===== src/rtl/conv_enc_frame_ctrl.sv =====
// conv_enc_frame_ctrl: frame sequencer for conv_encoder_1_2 (seed, payload, zero tail, 2-entry symbol FIFO); CONV_FRAME_STATS_EN adds stat_frames/stat_syms
module conv_enc_frame_ctrl #(
  parameter int K = 5,
  parameter int LEN_W = 16,
  localparam int M = K - 1
) (
  input  logic             clk,
  input  logic             rst,
  input  logic             start,
  input  logic [LEN_W-1:0] cfg_len,
  input  logic [M-1:0]     cfg_seed,
  input  logic             cfg_tail,
  input  logic             in_valid,
  input  logic             in_bit,
  output logic             in_ready,
  output logic             enc_seed_load,
  output logic [M-1:0]     enc_seed_value,
  output logic             enc_in_valid,
  output logic             enc_in_bit,
  input  logic             enc_out_valid,
  input  logic [1:0]       enc_out_sym,
  output logic             sym_valid,
  output logic [1:0]       sym_data,
  output logic             sym_last,
  input  logic             sym_ready,
  output logic             busy,
  output logic             done,
  output logic             err_unexp
`ifdef CONV_FRAME_STATS_EN
  ,
  output logic [15:0]      stat_frames,
  output logic [31:0]      stat_syms
`endif
);
  typedef enum logic [2:0] {IDLE, SEED, DATA, TAIL, DRAIN} state_t;
  state_t state_q, state_d;
  logic [LEN_W-1:0] rem_q, rem_d;
  logic [M-1:0] seed_q, seed_d;
  logic tail_q, tail_d;
  logic infl_q, infl_last_q, err_q;
  logic [1:0] cnt_q, res;
  logic [2:0] s0_q, s1_q;
  logic credit, pop, push, issue, is_last;
  // reserved = FIFO occupancy plus the symbol the encoder is producing this cycle
  assign res = cnt_q + {1'b0, infl_q};
  assign credit = !res[1];
  assign sym_valid = cnt_q != 2'd0;
  assign sym_data = s0_q[1:0];
  assign sym_last = s0_q[2];
  assign pop = sym_valid && sym_ready;
  assign push = enc_out_valid && infl_q;
  assign enc_seed_load = state_q == SEED;
  assign enc_seed_value = seed_q;
  assign enc_in_valid = issue;
  assign enc_in_bit = in_ready && in_valid && in_bit;
  assign err_unexp = err_q;
  always_comb begin
    state_d = state_q;
    rem_d = rem_q;
    tail_d = tail_q;
    seed_d = seed_q;
    in_ready = state_q == DATA && credit;
    issue = (in_ready && in_valid) || (state_q == TAIL && credit);
    is_last = issue && rem_q == LEN_W'(1) && (state_q == TAIL || !tail_q);
    done = state_q == DRAIN && (res == 2'd0 || (pop && sym_last));
    busy = state_q != IDLE && !done;
    if (issue) rem_d = rem_q - LEN_W'(1);
    case (state_q)
      SEED: begin
        state_d = rem_q != '0 ? DATA : tail_q ? TAIL : DRAIN;
        if (rem_q == '0) rem_d = LEN_W'(M);
      end
      DATA: if (issue && rem_q == LEN_W'(1)) begin
        state_d = tail_q ? TAIL : DRAIN;
        rem_d = LEN_W'(M);
      end
      TAIL: if (issue && rem_q == LEN_W'(1)) state_d = DRAIN;
      DRAIN: if (done) state_d = IDLE;
      default: ;
    endcase
    if (start && !busy) begin
      state_d = SEED;
      rem_d = cfg_len;
      tail_d = cfg_tail;
      seed_d = cfg_seed;
    end
  end
  always_ff @(posedge clk) begin
    if (rst) begin
      state_q <= IDLE;
      rem_q <= '0;
      tail_q <= 1'b0;
      seed_q <= '0;
      infl_q <= 1'b0;
      infl_last_q <= 1'b0;
      err_q <= 1'b0;
      cnt_q <= 2'd0;
      s0_q <= 3'd0;
      s1_q <= 3'd0;
    end else begin
      state_q <= state_d;
      rem_q <= rem_d;
      tail_q <= tail_d;
      seed_q <= seed_d;
      infl_q <= issue;
      infl_last_q <= is_last;
      err_q <= err_q || (enc_out_valid && !infl_q);
      cnt_q <= cnt_q + {1'b0, push} - {1'b0, pop};
      if (pop) s0_q <= cnt_q == 2'd2 ? s1_q : {infl_last_q, enc_out_sym};
      else if (push && cnt_q == 2'd0) s0_q <= {infl_last_q, enc_out_sym};
      if (push && (cnt_q == 2'd2 || (cnt_q == 2'd1 && !pop))) s1_q <= {infl_last_q, enc_out_sym};
    end
  end
`ifdef CONV_FRAME_STATS_EN
  logic [15:0] frames_q;
  logic [31:0] syms_q;
  assign stat_frames = frames_q;
  assign stat_syms = syms_q;
  always_ff @(posedge clk) begin
    if (rst) begin
      frames_q <= 16'd0;
      syms_q <= 32'd0;
    end else begin
      frames_q <= frames_q + {15'd0, done};
      syms_q <= syms_q + {31'd0, pop};
    end
  end
`endif
endmodule


===== config.mk =====
export PLATFORM = sky130hd
export DESIGN_NAME = conv_enc_frame_ctrl
export DESIGN_NICKNAME = d
export VERILOG_FILES = /design/src/rtl/conv_enc_frame_ctrl.sv
export SDC_FILE = /design/constraint.sdc
export NUM_CORES = 1
export LEC_CHECK = 0
export BUFFER_PORTS_ARGS = -buffer_cell sky130_fd_sc_hd__buf_4
export CAP_MARGIN = 40
export CORE_MARGIN = 8
export CORE_UTILIZATION = 53
export CTS_CLUSTER_SIZE = 40
export DETAILED_ROUTE_END_ITERATION = 10
export HOLD_SLACK_MARGIN = 0.05
export PLACE_DENSITY = 0.79
export SETUP_SLACK_MARGIN = 0.02
export SKIP_LAST_GASP = 1
export SYNTH_ARGS = -nofsm -noshare
export SYNTH_HDL_FRONTEND = slang
export SYNTH_SLANG_ARGS = --single-unit

===== constraint.sdc =====
create_clock -name clk -period 2.5 [get_ports clk]
set_input_delay 0 -clock clk [delete_from_list [all_inputs] [get_ports clk]]
set_output_delay 0 -clock clk [all_outputs]
set_load 0.02 [all_outputs]

* Yosys cells after proc, flatten, opt, wreduce, memory -nomap -nowiden
Index checks and enable logic that the tools add are counted.
Word-level totals: register bits after elaboration 35, bits of input ports 30, output and inout bits 15, logic and storage cells 82
Cells by class: $add $sub $neg 4, eq/ne operators 13, mux-type cells 15, reduce and logical (&&, ||, !) cells 39
Operators by type and width (count):
- 16-bit two-way mux | 4
- 16-bit one-hot mux with 2 select lines | 1
- 3-bit two-way mux | 8
- 16-bit by 1-bit equality test with 1-bit output (second input constant) | 1
- 1-bit logical AND | 16
- 16-bit logical NOT | 1
- 16-bit nonzero test | 1
- 16-bit by 1-bit subtractor with 16-bit output (second input constant) | 1
- 3-bit one-hot mux with 4 select lines | 1
- 4-bit AND reduction | 2
- 3-bit by 2-bit equality test with 1-bit output (second input constant) | 2
- 1-bit logical NOT | 6
- 3-bit by 1-bit inequality test with 1-bit output (second input constant) | 2
- 1-bit logical OR | 5
- 5-bit nonzero test | 1
- 2-bit by 1-bit adder with 2-bit output | 2
- 2-bit logical NOT | 2
- 2-bit by 1-bit inequality test with 1-bit output (second input constant) | 2
- 2-bit nonzero test | 2
- 4-bit nonzero test | 1
- 3-bit by 1-bit equality test with 1-bit output (second input constant) | 1
- 3-bit equality test (second input constant) | 1
- 3-bit by 2-bit inequality test with 1-bit output (second input constant) | 1
- 3-bit nonzero test | 1
- other kinds (6) | 6

* Depth between registers and ports, before layout
Gate-level depths: netlist of the first run.
depth in word-level cells 11, mapped depth 8, mapped depth without buffers 7

* Worst setup path after synthesis of the first run
Ideal clock, no wire load.
kind register -> register, from reg cnt_q[0], to reg rem_q[14], library setup time 0.117 ns, arrival time 1.943 ns, data required time 2.383 ns, setup slack 0.440 ns, cell stages (with the launch flop) 8, buffers on the path 1, period minus slack after synthesis 2.060 ns, cell sequence dfxtp_1 ha_1 xor2_4 or4_4 a211oi_4 or3_1 buf_4 o2bb2ai_1
On the way: word-level cells in the longest chain between the ends 10, elaborated cells on any way between the ends 22, classes of those cells add/sub (1); mux (5); reduce/logical (16)
RTL lines:
- start: declaration | RTL line 41 | logic [1:0] cnt_q, res;
- start signal: assignment | RTL line 108 | cnt_q <= cnt_q + {1'b0, push} - {1'b0, pop};
- parallel branches: the longest is 9 deep, another holds 2-bit by 1-bit adder with 2-bit output
- 16-bit two-way mux (*) | RTL line 81 | if (start && !busy) begin
- end signal: assignment | RTL line 102 | rem_q <= rem_d;
- end: declaration | RTL line 37 | logic [LEN_W-1:0] rem_q, rem_d;
Every way passes the cells marked *. A chain may end at the register's enable or synchronous reset.

* Worst setup path after layout of the first run
from reg cnt_q[0], to reg rem_q[10]
Same word-level chain as after synthesis.

==> results.json, run 1 <==
{
  "synth_top_area_cell": "dfxtp_1",
  "grt_pass1_wl_um": 9425,
  "viasPerCell": 5.541,
  "nets": 338,
  "tns_ns": 0,
  "p_clk_share_pct": 26.1,
  "cp-end-kind": "register",
  "syn_inst": 225,
  "track_usage_pct": 19.30,
  "p_seq_share_pct": 36.4,
  "preCtsSetupSlack_ns": 0.1794,
  "overflow": 0,
  "async_flop_share_pct": 0,
  "setup-violations-final": 0,
  "clk_pin_slew_ns": 0.13,
  "vias": 1945,
  "final_cells": 351,
  "design.core.area_sq_um": 3578,
  "p_per_area_nw_per_um2": 739.9,
  "root_buffer": "clkbuf_4",
  "synth.top_cell.area_share_pct": 36.18,
  "hpwlAfterDp_um": 3610,
  "p_leak_nw": 1.171,
  "crit_type": "reg -> reg",
  "synth.distinct_cells": 45,
  "max_slew_margin_pct": 62.45,
  "synth_seq_area_share_pct": 36.18,
  "synth-edff-count": 0,
  "antenna_found_initial": 0,
  "grt_pass1_vias": 2065,
  "dr.first_iter.drc_count": 115,
  "clk_latency_ns": 0.35,
  "final-hold-violation-count": 0,
  "ys_seq_elements": 35,
  "final-max-slew-violation-count": 0,
  "timing.final.crit_share_pct": 92.34,
  "cts_sinks": 35,
  "rows": 22,
  "min_period_ns": 2.309,
  "io_buffer_count": 44,
  "rsz0062_at_grt": "false",
  "drc": 0,
  "yosys_warnings": 0,
  "tightest_slew_ns": 0.5581,
  "dp.cells": 312,
  "finalWorstSetupSlack_ns": 0.1914,
  "max_freq_mhz": 433.2,
  "start_util_pct": 54.13,
  "switching_share_pct": 35.82,
  "comb_power_share_pct": 37.6,
  "die_height_um": 76.45,
  "status": "finished, final reports clean",
  "gp_congestion": 0.8157,
  "clock_skew_ns": 0.01194,
  "area_delta_synth_final_pct": 40.96,
  "cts_buffers": 5,
  "synth_nets": 261,
  "grt_max_degree": 28,
  "drive_gt1_share_pct": 23.76,
  "hold_path.class": "in -> reg",
  "synth_top_flop_cell": "dfxtp_1",
  "wl_um": 5587,
  "die_x_um": 76.45,
  "io_pins": 45,
  "timing.hold.ws_ns": 0.09431,
  "p_sw_w": 0.0007235,
  "cp.arrival_ns": 2.53,
  "cp.required_ns": 2.72,
  "cap_violations": 0,
  "syn-cell-area_sq_um": 1937,
  "cp-start-kind": "register",
  "clk_path_buf_depth": 2,
  "ir_drop_uv": 510.2,
  "diodes": 0,
  "cts_tree": "built",
  "synth.avg_cell_area_sq_um": 8.608,
  "p_int_w": 0.001297,
  "antenna_left": 0,
  "critPathMaxFanout": 11,
  "wl_per_cell_um": 15.92,
  "ys_top_cells_by_area": "dfxtp_1 (36%), xor2_1 (5.9%), nor2_1 (4.8%)",
  "drtPass1Iterations": 4,
  "dieArea_sq_um": 5845,
  "h-tree-depth": 2
}
path summary, 6_finish.rpt:
path / from / endpoint / slack [ns] / cells past startpoint
setup / recovery: cnt_q[0]$_SDFF_PP0_ / rem_q[10]$_SDFF_PP0_ / 0.19 / 7
hold / removal: in_valid / infl_q$_SDFF_PP0_ / 0.09 / 3
setup reg to reg: cnt_q[0]$_SDFF_PP0_ / rem_q[10]$_SDFF_PP0_ / 0.19 / 7
hold reg to reg: enc_seed_value[2]$_SDFFE_PP0P_ / enc_seed_value[2]$_SDFFE_PP0P_ / 0.46 / 2
metal layers:
metal  share of wire, %  global-route usage, %  up-vias  routed length (um)
met2                 50                  33.42       62                2802
met1                 43                  21.47      909                2400
li1                   -                      -      962                   -
met3                5.0                  6.132       12                 277
met5                  0                      0        -                   0
met4                1.9                  7.115        0                 106
stage by stage:
step           util [%]  cell area, sq um  total power (W)
5_1_grt           76.29              2730         0.002139
2_1_floorplan         -              1937         0.001238
4_1_cts           75.94              2718         0.002001
3_3_place_gp      64.62              2312         0.001417
3_5_place_dp      64.62              2312         0.001438
6_report          76.29              2730         0.002020
flip-flops by register name (all words and copies together), names as in the netlist:
| register | flops |
|---|---|
| cnt_q | 2 |
| enc_seed_value | 4 |
| err_unexp | 1 |
| infl_last_q | 1 |
| infl_q | 1 |
| rem_q | 16 |
| s0_q | 3 |
| s1_q | 3 |
| state_q | 3 |
| tail_q | 1 |
power by group through the flow:
stage,Clock (W),Combinational (W),Sequential (W)
floorplan,0,0.000526,0.000712
global placement,0,0.000683,0.000734
detailed placement,0,0.000699,0.000740
CTS,0.000531,0.000743,0.000728
global route,0.000556,0.000834,0.000749
finish,0.000526,0.000759,0.000734
timing repair:
| item | CTS | global route |
|---|---|---|
| setup buffers | 0 | 1 |
| setup endpoints to repair | 0 | 3 |
| endpoints found under the hold margin | 31 | 0 |
| gates resized for setup | 0 | 3 |
| hold buffers | 30 | 0 |
final cells by class:
class,count,area (sq um)
Clock inverter,3,67.56
Multi-Input combinational cell,174,1160
Tap cell,48,60.06
Clock buffer,5,37.54
Sequential cell,35,703.2
Fill cell,288,848.3
Inverter,5,18.77
Timing Repair Buffer,81,683.2
cell families (layout without fill, tap and decap cells):
group	count (synthesis)	count (layout)	share of synthesized area, %
AO/OA/AOI/OAI	40	40	14.60
XOR/XNOR	18	18	9.109
adder cells (fa/ha/maj)	6	6	3.876
buffers and inverters	16	94	4.069
flip-flops	35	35	36.18
multiplexers	7	7	3.618
AND/OR/NAND/NOR	103	103	28.55
cells in the final DEF (no fill, tap or decap), types with 6 or more instances in the layout:
cell | netlist | routed
buf_4 | 2 | 51
dfxtp_1 | 35 | 33
dlygate4sd3_1 | 0 | 30
nor2_1 | 25 | 25
nand2_1 | 20 | 20
xor2_1 | 13 | 13
a21oi_1 | 12 | 12
nand3_1 | 11 | 11
nor3_1 | 10 | 10
mux2i_1 | 7 | 7
o2bb2ai_1 | 7 | 7
o21ai_0 | 6 | 6
nand4_1 | 6 | 6
synthesized netlist by cell type (2+ instances only):
cell       number
dfxtp_1        35
nor2_1         25
nand2_1        20
xor2_1         13
a21oi_1        12
nand3_1        11
nor3_1         10
mux2i_1         7
o2bb2ai_1       7
ha_1            6
nand4_1         6
o21ai_0         6
clkbuf_1        5
inv_1           5
nand3b_1        4
nor4_1          4
or3_1           4
xnor2_1         4
and3_1          3
buf_2           3
nor2b_1         3
o21ai_1         3
buf_4           2
nand2b_1        2
nor3_2          2
o211ai_1        2
or2_2           2
or4_4           2
critical path: stages, from the launching register on:
cell and delay [ns]:
dfxtp_2 0.38, ha_2 0.21, xor2_4 0.16, buf_4 0.17
or4_4 0.52, a211oi_4 0.22, or3_1 0.36, o21ai_0 0.16
(Power assumes the default switching activity.)
==> run 2: changes to the inputs <==
CELL_PAD_IN_SITES_DETAIL_PLACEMENT = 0   (was unset)
CELL_PAD_IN_SITES_GLOBAL_PLACEMENT = 1   (was unset)
CORE_UTILIZATION = 39   (was 53)
PLACE_DENSITY = unset   (was 0.79)
PLACE_DENSITY_LB_ADDON = 0.1   (was unset)
==> results.json, run 2 (synthesized netlist as in run 1, its figures left out) <==
{
  "rows": 25,
  "nets": 334,
  "viasPerCell": 4.951,
  "io_buffer_count": 44,
  "drive_gt1_share_pct": 23.41,
  "largest_reg_flops": 16,
  "cts_setup_buffers": 0,
  "vias": 1812,
  "max_slew_margin_pct": 61.15,
  "grt_max_degree": 28,
  "ff2ff_setup_slack_ns": 0.29,
  "wl_per_cell_um": 13.81,
  "dp.cells": 334,
  "final_common_cell": "buf_4",
  "hold_path.class": "in -> reg",
  "p_leak_nw": 1.147,
  "gp_congestion": 0.7576,
  "antenna_found_initial": 0,
  "track_usage_pct": 14.61,
  "timing.final.crit_share_pct": 88.27,
  "critPathMaxFanout": 20,
  "finalWorstSetupSlack_ns": 0.2932,
  "rsz0062_at_grt": "false",
  "final_cells": 366,
  "cp_slowest_cell": "dfxtp_1",
  "cp.arrival_ns": 2.43,
  "wl_um": 5053,
  "p_per_area_nw_per_um2": 712.6,
  "cts_buffers": 5,
  "setup-violations-final": 0,
  "post-route-util_pct": 56.76,
  "clock_skew_ns": 0.003192,
  "cts_sinks": 35,
  "fillCellCount": 477,
  "tightest_slew_ns": 0.5774,
  "grt_pass1_vias": 1860,
  "clk_pin_slew_ns": 0.07,
  "die_x_um": 86.47,
  "clk_latency_ns": 0.29,
  "crit_end": "rem_q[1]$_SDFF_PP0_",
  "grt_pass1_wl_um": 8756,
  "hpwlAfterDp_um": 3641,
  "min_period_ns": 2.207,
  "h-tree-depth": 2,
  "reg2reg_depth": 7,
  "dr.first_iter.drc_count": 101,
  "cp-end-kind": "register",
  "drtPass1Iterations": 4,
  "overflow": 0,
  "root_buffer": "clkbuf_8",
  "preCtsSetupSlack_ns": 0.3011,
  "diodes": 0,
  "clk_path_buf_depth": 2,
  "status": "finished, final reports clean",
  "top_register": "rem_q",
  "crit_type": "reg -> reg",
  "r2r-start": "cnt_q[0]$_SDFF_PP0_",
  "dieArea_sq_um": 7477,
  "holdBufCountCts": 24,
  "final-max-slew-violation-count": 0,
  "final_cell_mix": "buf_4 (53), dfxtp_1 (35), nor2_1 (25), dlygate4sd3_1 (24), nand2_1 (20)",
  "drc": 0,
  "cp_slowest_stage_delay_ns": 0.45,
  "final-hold-violation-count": 0,
  "cts_tree": "built",
  "cap_violations": 0,
  "max_freq_mhz": 453.2,
  "antenna_left": 0,
  "die_height_um": 86.47,
  "cts_resized": 0,
  "io_pins": 45,
  "timing.hold.ws_ns": 0.07570,
  "cp.required_ns": 2.72,
  "worstSetupStartpoint": "cnt_q[0]$_SDFF_PP0_",
  "start_util_pct": 40.74,
  "r2r_end": "rem_q[1]$_SDFF_PP0_",
  "design.core.area_sq_um": 4755,
  "cp-start-kind": "register",
  "ir_drop_uv": 343.7,
  "tns_ns": 0,
  "crit_chain": "ha_1, xor2_4, o211ai_1, and3_1, buf_4, a2111o_1, a21oi_1",
  "area_delta_synth_final_pct": 39.34
}
==> run 2: per-stage QoR <==
step / instance area (sq um) / total power (W)
6_report: 2699 / 0.001923
2_1_floorplan: 1937 / 0.001238
4_1_cts: 2699 / 0.001939
3_3_place_gp: 2359 / 0.001452
3_5_place_dp: 2359 / 0.001452
5_1_grt: 2699 / 0.002056
==> run 2: worst min-delay path by stage <==
stage,depth (start not counted),to,start
2_1_floorplan,1,rem_q[14]$_SDFF_PP0_,cfg_len[14]
3_3_place_gp,2,rem_q[3]$_SDFF_PP0_,cfg_len[3]
3_5_place_dp,2,rem_q[9]$_SDFF_PP0_,cfg_len[9]
4_1_cts,2,s1_q[1]$_SDFFE_PP0P_,rst
5_1_grt,2,s1_q[1]$_SDFFE_PP0P_,rst
6_report,2,s0_q[0]$_SDFFE_PP0P_,rst
==> run 2: worst max-delay path, delay by kind of cell, from the launching register on <==
| family | cells | cell delay (ns) |
|---|---|---|
| AOI/OAI and AO/OA | 3 | 0.69 |
| DFF | 1 | 0.45 |
| xor gates and xnor gates | 1 | 0.29 |
| adders and majority gates | 1 | 0.28 |
| and+or+nand+nor | 1 | 0.22 |
| buffers and inverters | 1 | 0.21 |
==> run 2: layout make-up <==
class                      instances  area (sq um)  area share, %
multi-input combinational        174          1157          42.88
timing repair buffer              77         638.1          23.64
clock buffer                       8         100.1          3.709
inverter                           5         18.77         0.6954
sequential                        35         700.7          25.96
tap                               67         83.83          3.106
==> run 2: routing by layer <==
layer  vias to the layer above  track usage [%]  part of all wire (%)
met4                         0            4.851                   1.1
met1                       812            18.98                    50
li1                        947                -                     -
met2                        47            22.50                    44
met5                         -                0                     0
met3                         6            4.159                   5.1
==> run 2: power breakdown <==
| group | internal [W] | switching, W | leakage [nW] |
|---|---|---|---|
| Sequential | 0.000631 | 0.0000897 | 0.286 |
| Combinational | 0.000344 | 0.000405 | 0.809 |
| Clock | 0.000251 | 0.000202 | 0.0515 |
==> run 3: changes to the inputs <==
ABC_AREA = 1   (was unset)
SETUP_SLACK_MARGIN = 0.05   (was 0.02)
==> results.json, run 3 <==
{
  "status": "finished, final reports clean",
  "critPathMaxFanout": 16,
  "wl_met3_um": 260,
  "ir_drop_uv": 352.8,
  "antenna_left": 0,
  "cts_tree": "built",
  "tightest_slew_ns": 0.6078,
  "p_seq_share_pct": 27.5,
  "nets": 447,
  "clk_path_buf_depth": 2,
  "regArea_sq_um": 700.7,
  "ys_top_cells_by_area": "dfxtp_1 (30%), nand2_1 (17%), nor2_1 (6.9%)",
  "overflow": 0,
  "fillCellCount": 626,
  "comb_power_share_pct": 59.3,
  "viasPerCell": 4.669,
  "multiInputGateArea_sq_um": 1361,
  "start_util_pct": 39.54,
  "cp_slowest_stage_delay_ns": 0.41,
  "top_register": "rem_q",
  "wl_met1_um": 2648,
  "hpwlAfterDp_um": 4426,
  "synth.top_cell.area_share_pct": 30.47,
  "yosysMostFrequentCell": "nand2_1",
  "cp-end-kind": "register",
  "gp_congestion": 0.7980,
  "synth_top_family_by_area": "simple AND/OR/NAND/NOR gates",
  "highest_layer": "met4",
  "max_slew_margin_pct": 59.28,
  "drive_gt1_share_pct": 20.39,
  "cp.required_ns": 2.73,
  "die_x_um": 92.79,
  "design.core.area_sq_um": 5816,
  "synth.distinct_cells": 36,
  "synth_top_area_cell": "dfxtp_1",
  "max_freq_mhz": 500.8,
  "cp.arrival_ns": 2.23,
  "synth-edff-count": 0,
  "rsz0062_at_grt": "false",
  "dieArea_sq_um": 8610,
  "vias": 2274,
  "synth-simple-area-share_pct": 36.67,
  "crit_family": "simple AND/OR/NAND/NOR gates",
  "antenna_found_initial": 0,
  "synthXorXnorAreaFrac_pct": 3.047,
  "rows": 28,
  "preCtsSetupSlack_ns": 0.4784,
  "root_buffer": "clkbuf_8",
  "io_buffer_count": 44,
  "grt_pass1_vias": 2275,
  "largest_reg_flops": 16,
  "clk_latency_ns": 0.29,
  "crit_type": "reg -> reg",
  "switching_share_pct": 49.67,
  "final_cell_mix": "nand2_1 (107), buf_4 (44), nor2_1 (42), inv_1 (39), dfxtp_1 (35)",
  "crit_chain": "ha_1, inv_1, nand2_2, nand2_4, nand2_4, nand3_2, nand3_2, nand2_2, nor2_4, nand2_1, a21oi_2",
  "wl_met2_um": 3007,
  "die_height_um": 92.79,
  "p_clk_share_pct": 13.3,
  "yosys_warnings": 0,
  "drtPass1Iterations": 4,
  "synth_seq_area_share_pct": 30.47,
  "drc": 0,
  "clk_pin_slew_ns": 0.08,
  "cts_setup_buffers": 0,
  "grt_pass1_wl_um": 10210,
  "syn_inst": 346,
  "final-hold-violation-count": 0,
  "cts_sinks": 35,
  "place_area_sq_um": 2651,
  "cap_violations": 0,
  "post-route-util_pct": 50.99,
  "syn-cell-area_sq_um": 2300,
  "p_total_w": 0.003135,
  "cp-start-kind": "register",
  "synth_nets": 382,
  "synth-compound-area-share_pct": 14.91,
  "area_delta_synth_final_pct": 28.94,
  "finalWorstSetupSlack_ns": 0.5032,
  "min_period_ns": 1.997,
  "track_usage_pct": 14.61,
  "ys_top_cells_by_count": "nand2_1 (107), nor2_1 (42), inv_1 (39)",
  "wl_um": 6018,
  "timing.final.crit_share_pct": 79.87,
  "wl_per_cell_um": 12.36,
  "synth_fa_ha_area_share_pct": 3.264,
  "io_pins": 45,
  "p_per_area_nw_per_um2": 1057,
  "cp_slowest_cell": "dfxtp_1",
  "synth_top_flop_cell": "dfxtp_1",
  "final-max-slew-violation-count": 0,
  "p_sw_w": 0.001557,
  "async_flop_share_pct": 0,
  "setup-violations-final": 0,
  "synth.avg_cell_area_sq_um": 6.647,
  "final_common_cell": "nand2_1",
  "path_buf_inv": 1,
  "tns_ns": 0,
  "hold_path.class": "in -> reg",
  "cts_buffers": 5,
  "grt_max_degree": 25,
  "synth.area.mux_share_pct": 1.306,
  "h-tree-depth": 2,
  "diodes": 0,
  "finalInstanceArea_sq_um": 2965,
  "dr.first_iter.drc_count": 49,
  "ys_seq_elements": 35,
  "p_int_w": 0.001578,
  "cts_resized": 0,
  "clock_skew_ns": 0.009663,
  "p_leak_nw": 1.487
}
## run 3: power by group through the flow
stage | clock network [W] | logic [W] | registers, W
3_3_place_gp | 0 | 0.00183 | 0.000873
2_1_floorplan | 0 | 0.00141 | 0.000870
6_report | 0.000417 | 0.00186 | 0.000861
4_1_cts | 0.000430 | 0.00189 | 0.000862
5_1_grt | 0.000457 | 0.00212 | 0.000885
3_5_place_dp | 0 | 0.00185 | 0.000874
## run 3: final timing paths
check	start	end	slack [ns]	depth (start not counted)
min reg2reg	enc_seed_value[1]$_SDFFE_PP0P_	enc_seed_value[1]$_SDFFE_PP0P_	0.47	2
max reg2reg	cnt_q[0]$_SDFF_PP0_	rem_q[10]$_SDFF_PP0_	0.50	11
min	rst	err_unexp$_SDFF_PP0_	0.07	2
max	cnt_q[0]$_SDFF_PP0_	rem_q[10]$_SDFF_PP0_	0.50	11
## run 3: cell type report
| class | instances | area share (%) |
|---|---|---|
| multi-input combinational | 260 | 45.91 |
| tap | 75 | 3.165 |
| clock buffer | 5 | 2.321 |
| timing repair buffer | 67 | 18.90 |
| clock inverter | 3 | 0.5063 |
| sequential | 35 | 23.63 |
| inverter | 42 | 5.570 |
## run 3: what timing repair did
item	CTS	global route
endpoints found under the setup margin	0	0
hold buffers	23	0
hold endpoints to repair	25	0
## run 3: metrics by stage
step	hold WS [ns]	cells
after floorplan	0.06907	346
after global placement	0.2553	456
after detailed placement	0.2575	456
final	0.07297	487
after global routing	0.08577	487
after CTS	0.07396	487
## run 3: cell families (layout without fill, tap and decap cells)
| kind of cell | Yosys count | in the layout |
|---|---|---|
| multiplexers | 3 | 3 |
| XOR/XNOR | 8 | 8 |
| AO/OA/AOI/OAI | 54 | 54 |
| flip-flops | 35 | 35 |
| AND/OR/NAND/NOR | 189 | 189 |
| adder cells (fa/ha/maj) | 6 | 6 |
| buffers and inverters | 51 | 117 |
## run 3: routing by layer
metal | vias to the layer above | track usage [%]
met4 | 0 | 5.235
li1 | 1214 | -
met5 | - | 0
met3 | 8 | 4.126
met1 | 1018 | 15.28
met2 | 34 | 27.04
